File: src/rtl/parity_seq_ctrl.sv
// parity_seq_ctrl: accumulates the XOR parity of a len-word packet and flags a mismatch against exp_par.
// Define PARITY_ERRCNT_EN to add the saturating err_cnt mismatch counter port.
module parity_seq_ctrl (
  input  logic       clk,
  input  logic       rst_n,
  input  logic       start,
  input  logic [3:0] len,
  input  logic       exp_par,
  input  logic       abort,
  input  logic       in_valid,
  output logic       in_ready,
  input  logic [6:0] in_data,
  output logic       busy,
  output logic       done,
  output logic       par_out,
  output logic       err
`ifdef PARITY_ERRCNT_EN
  ,
  output logic [7:0] err_cnt
`endif
);
  typedef enum logic [1:0] {IDLE, RUN, CHECK} state_t;
  state_t     r_state, w_next;
  logic [3:0] r_len, r_cnt;
  logic       r_exp, r_acc, r_par_out, r_err;
  logic       w_accept, w_last, w_acc_par;
  assign in_ready  = r_state == RUN;
  assign busy      = r_state != IDLE;
  assign done      = r_state == CHECK;
  assign par_out   = r_par_out;
  assign err       = r_err;
  // abort beats a simultaneous accept, so the word never reaches the accumulator
  assign w_accept  = in_ready & in_valid & ~abort;
  assign w_last    = w_accept & (r_cnt + 4'd1 == r_len);
  assign w_acc_par = r_acc ^ (^in_data);
  always_comb begin
    w_next = r_state;
    w_next = r_state == IDLE ? (start ? RUN : IDLE) :
             r_state == RUN  ? (abort ? IDLE : (w_last ? CHECK : RUN)) : IDLE;
  end
  always_ff @(posedge clk or negedge rst_n) begin
    if (!rst_n) begin
      r_state   <= IDLE;
      r_len     <= '0;
      r_cnt     <= '0;
      r_exp     <= 1'b0;
      r_acc     <= 1'b0;
      r_par_out <= 1'b0;
      r_err     <= 1'b0;
    end else begin
      r_state <= w_next;
      if (r_state == IDLE && start) begin
        r_len     <= len == 4'd0 ? 4'd1 : len;
        r_exp     <= exp_par;
        r_acc     <= 1'b0;
        r_cnt     <= '0;
        r_par_out <= 1'b0;
        r_err     <= 1'b0;
      end
      if (w_accept) begin
        r_acc <= w_acc_par;
        r_cnt <= r_cnt + 4'd1;
      end
      // results land with the CHECK state so done, par_out and err appear together
      if (w_last) begin
        r_par_out <= w_acc_par;
        r_err     <= w_acc_par != r_exp;
      end
    end
  end
`ifdef PARITY_ERRCNT_EN
  logic [7:0] r_err_cnt;
  assign err_cnt = r_err_cnt;
  always_ff @(posedge clk or negedge rst_n) begin
    if (!rst_n) r_err_cnt <= '0;
    else if (r_state == CHECK && r_err && r_err_cnt != 8'hFF) r_err_cnt <= r_err_cnt + 8'd1;
  end
`endif
endmodule

File: config.mk
export PLATFORM = sky130hd
export DESIGN_NAME = parity_seq_ctrl
export DESIGN_NICKNAME = d
export VERILOG_FILES = /design/src/rtl/parity_seq_ctrl.sv
export SDC_FILE = /design/constraint.sdc
export NUM_CORES = 1
export LEC_CHECK = 0
export CORE_MARGIN = 2
export CORE_UTILIZATION = 41
export DETAILED_ROUTE_END_ITERATION = 6
export PLACE_DENSITY = 0.72
export SYNTH_ARGS = -nofsm -noshare
export SYNTH_HDL_FRONTEND = slang
export SYNTH_SLANG_ARGS = --single-unit
export TNS_END_PERCENT = 100
File: constraint.sdc
create_clock -name clk -period 1.6 [get_ports clk]
set_clock_uncertainty 0.15 [all_clocks]
set_input_delay 0.16 -clock clk [delete_from_list [all_inputs] [get_ports clk]]
set_output_delay 0.16 -clock clk [all_outputs]
set_load 0.02 [all_outputs]
; ---- Word-level counts from Yosys, hierarchy flattened
; Cells that the tools add are included.
[word_totals]
regBits = 14
in_bits = 17
output_inout_bits = 5
word_cells = 36
[classes]
n_addsub = 1
eq_ne = 4
n_mux = 12
bitwise_logic = 5
reduce_logical = 7
[op_table]
columns = op, count
row1 = $mux W4, 3
row2 = $mux W2, 4
row3 = $reduce_xor A7 Y1, 1
row4 = $reduce_bool A2 Y1, 3
row5 = $mux W1, 5
row6 = $add A4 B1 Y4 const B, 1
row7 = $eq A4 B4 Y1, 1
row8 = $logic_not A4 Y1, 1
row9 = $and A1 B1 Y1, 3
row10 = $eq A2 B1 Y1 const B, 1
row11 = $eq A2 B2 Y1 const B, 1
row12 = $logic_not A2 Y1, 1
row13 = $logic_and A1 B1 Y1, 1
row14 = $ne A1 B1 Y1, 1
row15 = $not A1 Y1, 1
row16 = $xor A1 B1 Y1, 1

; ---- Logic depth before layout (Yosys ltp)
[depth]
ltp_word = 8
mapped_depth = 6
ltp_nobuf = 5

; ---- Least setup slack after synthesis
; No wires, ideal clock.
[synth_path]
kind = reg-to-reg
startpoint = register r_cnt[0]
endpoint = register r_err (netlist: err)
arrival_time_ps = 1434
required_ps = 1371
path_slack_ps = -63
path_stages_with_launch = 7
synth_period_minus_slack_ps = 1663
path_cell_list = dfrtp_1 -> ha_1 -> xor2_1 -> nor3_1 -> and3_1 -> buf_6 -> mux2i_1
[synth_between]
elab_chain_len = 4
[synth_lines]
columns = item, line
row1 = start: declaration, 24  ; logic [3:0] r_len, r_cnt;
row2 = start signal: assignment, 62  ; r_cnt <= r_cnt + 4'd1;
row3 = $add A4 B1 Y4 *, 34  ; assign w_last = w_accept & (r_cnt + 4'd1 == r_len);
row4 = $eq A4 B4 Y1 *, 34
row5 = $and A1 B1 Y1 *, 34
row6 = $mux W1 or $reduce_bool A2 Y1 (tied branches), -
row7 = end signal: assignment, 67  ; r_err <= w_acc_par != r_exp;
row8 = end: declaration, 25  ; logic r_exp, r_acc, r_par_out, r_err;
; Every way passes the cells marked *; elsewhere a longest branch is shown, timed or not.
; A chain may end at the register's enable or synchronous reset.

; ---- Worst setup path after layout
[layout_path]
startpoint = register r_cnt[1]
endpoint = register r_par_out (netlist: par_out)
[layout_between]
elab_chain_len = 4
[layout_lines]
columns = item, line
row1 = $add A4 B1 Y4 *, 34
row2 = $eq A4 B4 Y1 *, 34
row3 = $and A1 B1 Y1 *, 34
row4 = $mux W1 or $reduce_bool A2 Y1 (tied branches), -
row5 = end signal: assignment, 66  ; r_par_out <= w_acc_par;
row6 = end: declaration, 25
; Marked as above.

==> results_dict.tcl <==
set metrics [dict create \
    core-area_mm2 0.00176 \
    hold_class "in -> async" \
    first_iter_violations 14 \
    maxCapViolations 0 \
    critPathLaunch "r_cnt[1]" \
    final_util_pct 66.6 \
    max_freq_mhz 623 \
    cts_hold_buf 0 \
    cts_sinks 14 \
    total_power_uw 1470 \
    vias_per_cell 4.86 \
    synth-seq-area-share_pct 45.0 \
    clock_path_buffers 2 \
    r2r_end "par_out" \
    gp_congestion 0.716 \
    drc 0 \
    r2r_start "r_cnt[1]" \
    nets 128 \
    leakage_uw 0.000549 \
    crit_required_ps 1660 \
    vias 651 \
    clkLatencyLatePin_ps 280 \
    grt.total_usage_pct 16.8 \
    cp_slowest_stage_delay_ps 430 \
    grt_max_degree 15 \
    cts_root_buf "clkbuf_4" \
    period_share_pct 100 \
    grt_pass1_vias 556 \
    crit_path_end_kind "register" \
    hpwl_um 1240 \
    antenna_left 0 \
    critical_path.cell_chain "ha_4 -> xor2_2 -> nor3_2 -> and3_4 -> mux2i_1" \
    setup_viol 1 \
    post-place-ws_ps -164 \
    cp.depth 5 \
    slew_headroom_pct 82.3 \
    period_needed_ps 1600 \
    crit_end "par_out" \
    tightest_slew_ps 264 \
    finalHoldViolations 0 \
    die-area_mm2 0.00226 \
    drv_slew 0 \
    die_width_um 47.6 \
    tritoncts "done" \
    drive_gt1_share_pct 24.8 \
    status "finished with violations" \
    yosys.cell_types.count 22 \
    netlist_area_um2 778 \
    rsz0062_at_grt "true" \
    die_h_um 47.6 \
    critPathLaunchType "register" \
    setup_slack_ps -4.61 \
    vdd_drop_max_uv 702 \
    grt_pass1_wl_um 2550 \
    r2r_cells 5 \
    ys_seq_elements 14 \
    ios 22 \
    antenna_cells 0 \
    yosys_warnings 0 \
    syn_to_final_growth_pct 51.0 \
    htree_levels 1 \
    place_inst 128 \
    critPathTopFamily "flip-flops" \
    cp_max_fo 4 \
    antenna_found_initial 0 \
    io_buffer_count 21 \
    violations "setup timing" \
    hold-worst-slack_ps 21.7 \
    cp.arrival_ps 1670 \
    rows 15 \
    initial_core_util_pct 44.1 \
    wl_per_cell_um 12.4 \
    power_density_mw_per_mm2 1250 \
    fin_cells 134 \
    cp_num_buf_inv 0 \
    routed_wirelength_um 1660 \
    grt_overflow 0 \
    cts_buffers 3 \
    clkTransAtPathRegs_ps 90 \
    syn_nets 92 \
    cpMaxStageDelayCell "dfrtp_1" \
    worstSetupPathType "reg -> reg" \
    synth.avg_cell_area_um2 10.5 \
    syn_inst 74 \
    r2r_slack_ps -5 \
    dr.pass1.iters 4 \
]
## power by group
group / switching [uW] / internal (uW)
Combinational: 286 / 392
Clock: 120 / 139
Sequential: 88.7 / 442
Total: 495 / 973
## per-layer routing
metal / up-vias / routed length, um / GRT usage (%)
met4: 0 / 38 / 9.73
met2: 22 / 819 / 25.7
met1: 305 / 740 / 23.6
met3: 5 / 63 / 1.13
li1: 319 / - / -
met5: - / 0 / 0
## state kept, by name, indices dropped and copies added (netlist names)
register	count
err	1
r_state	2
r_exp	1
par_out	1
r_len	4
r_cnt	4
r_acc	1
## kinds of logic after synthesis
family,synth area share (%)
AO/OA/AOI/OAI,7.56
buffers and inverters,2.41
multiplexers,2.57
XOR/XNOR,20.3
flip-flops,45.0
AND/OR/NAND/NOR,20.6
adder cells (fa/ha/maj),1.61
## worst min-delay path by stage
stage	startpoint	end
floorplan	rst_n	err
global placement	rst_n	r_cnt[0]
detailed placement	rst_n	r_cnt[1]
CTS	rst_n	r_len[1]
global route	rst_n	r_cnt[1]
finish	rst_n	r_len[0]
## final cells by class
class                           instances  area, um^2
Tap cell                               25        31.3
Inverter                                2        7.51
Sequential cell                        14         352
Timing Repair Buffer                   32         293
Clock buffer                            4        36.3
Multi-Input combinational cell         57         455
Fill cell                             151         589
## repair_timing
item                       in CTS  in global routing
buffers inserted                1                  1
setup endpoints to repair       6                  7
pin swaps                       2                  0
resized for setup               5                  9
## cells in the mapped netlist
library cell | instances | share of area [%]
a21oi_1 | 1 | 0.64
a22o_1 | 2 | 2.3
and3_1 | 1 | 0.80
and3_4 | 1 | 1.4
and4bb_2 | 1 | 1.6
buf_6 | 1 | 1.4
dfrtp_1 | 14 | 45
ha_1 | 1 | 1.6
inv_1 | 2 | 0.96
mux2i_1 | 2 | 2.6
nand2_1 | 18 | 8.7
nand4bb_1 | 1 | 1.4
nor2_1 | 6 | 2.9
nor2b_1 | 1 | 0.80
nor3_1 | 2 | 1.3
nor3b_2 | 1 | 1.6
o21ai_0 | 4 | 2.6
o41ai_2 | 1 | 2.1
xnor2_1 | 8 | 9.0
xnor2_2 | 1 | 2.1
xnor3_1 | 2 | 5.8
xor2_1 | 3 | 3.4
## per-stage QoR
step,instance area (um^2),setup TNS (ps)
floorplan,791,0
global placement,1090,-323
detailed placement,1090,-438
CTS,1130,-1.72
global route,1170,-163
finish,1170,-4.61
## cell usage in the layout (no fill, tap or decap), drive strengths merged
| cell type | Yosys | layout |
|---|---|---|
| dlygate4sd2 | 0 | 3 |
| nor2b | 1 | 1 |
| a22o | 2 | 2 |
| xor2 | 3 | 3 |
| clkdlybuf4s50 | 0 | 18 |
| and3 | 2 | 2 |
| o41ai | 1 | 1 |
| xnor2 | 9 | 9 |
| nor3 | 2 | 2 |
| dfrtp | 14 | 14 |
| nor3b | 1 | 1 |
| xnor3 | 2 | 2 |
| a21oi | 1 | 1 |
| and4bb | 1 | 1 |
| nor2 | 6 | 6 |
| mux2i | 2 | 2 |
| clkbuf | 0 | 4 |
| nand4bb | 1 | 1 |
| nand2 | 18 | 18 |
| buf | 1 | 11 |
| o21ai | 4 | 4 |
| ha | 1 | 1 |
| inv | 2 | 2 |
(Power assumes the default switching activity.)
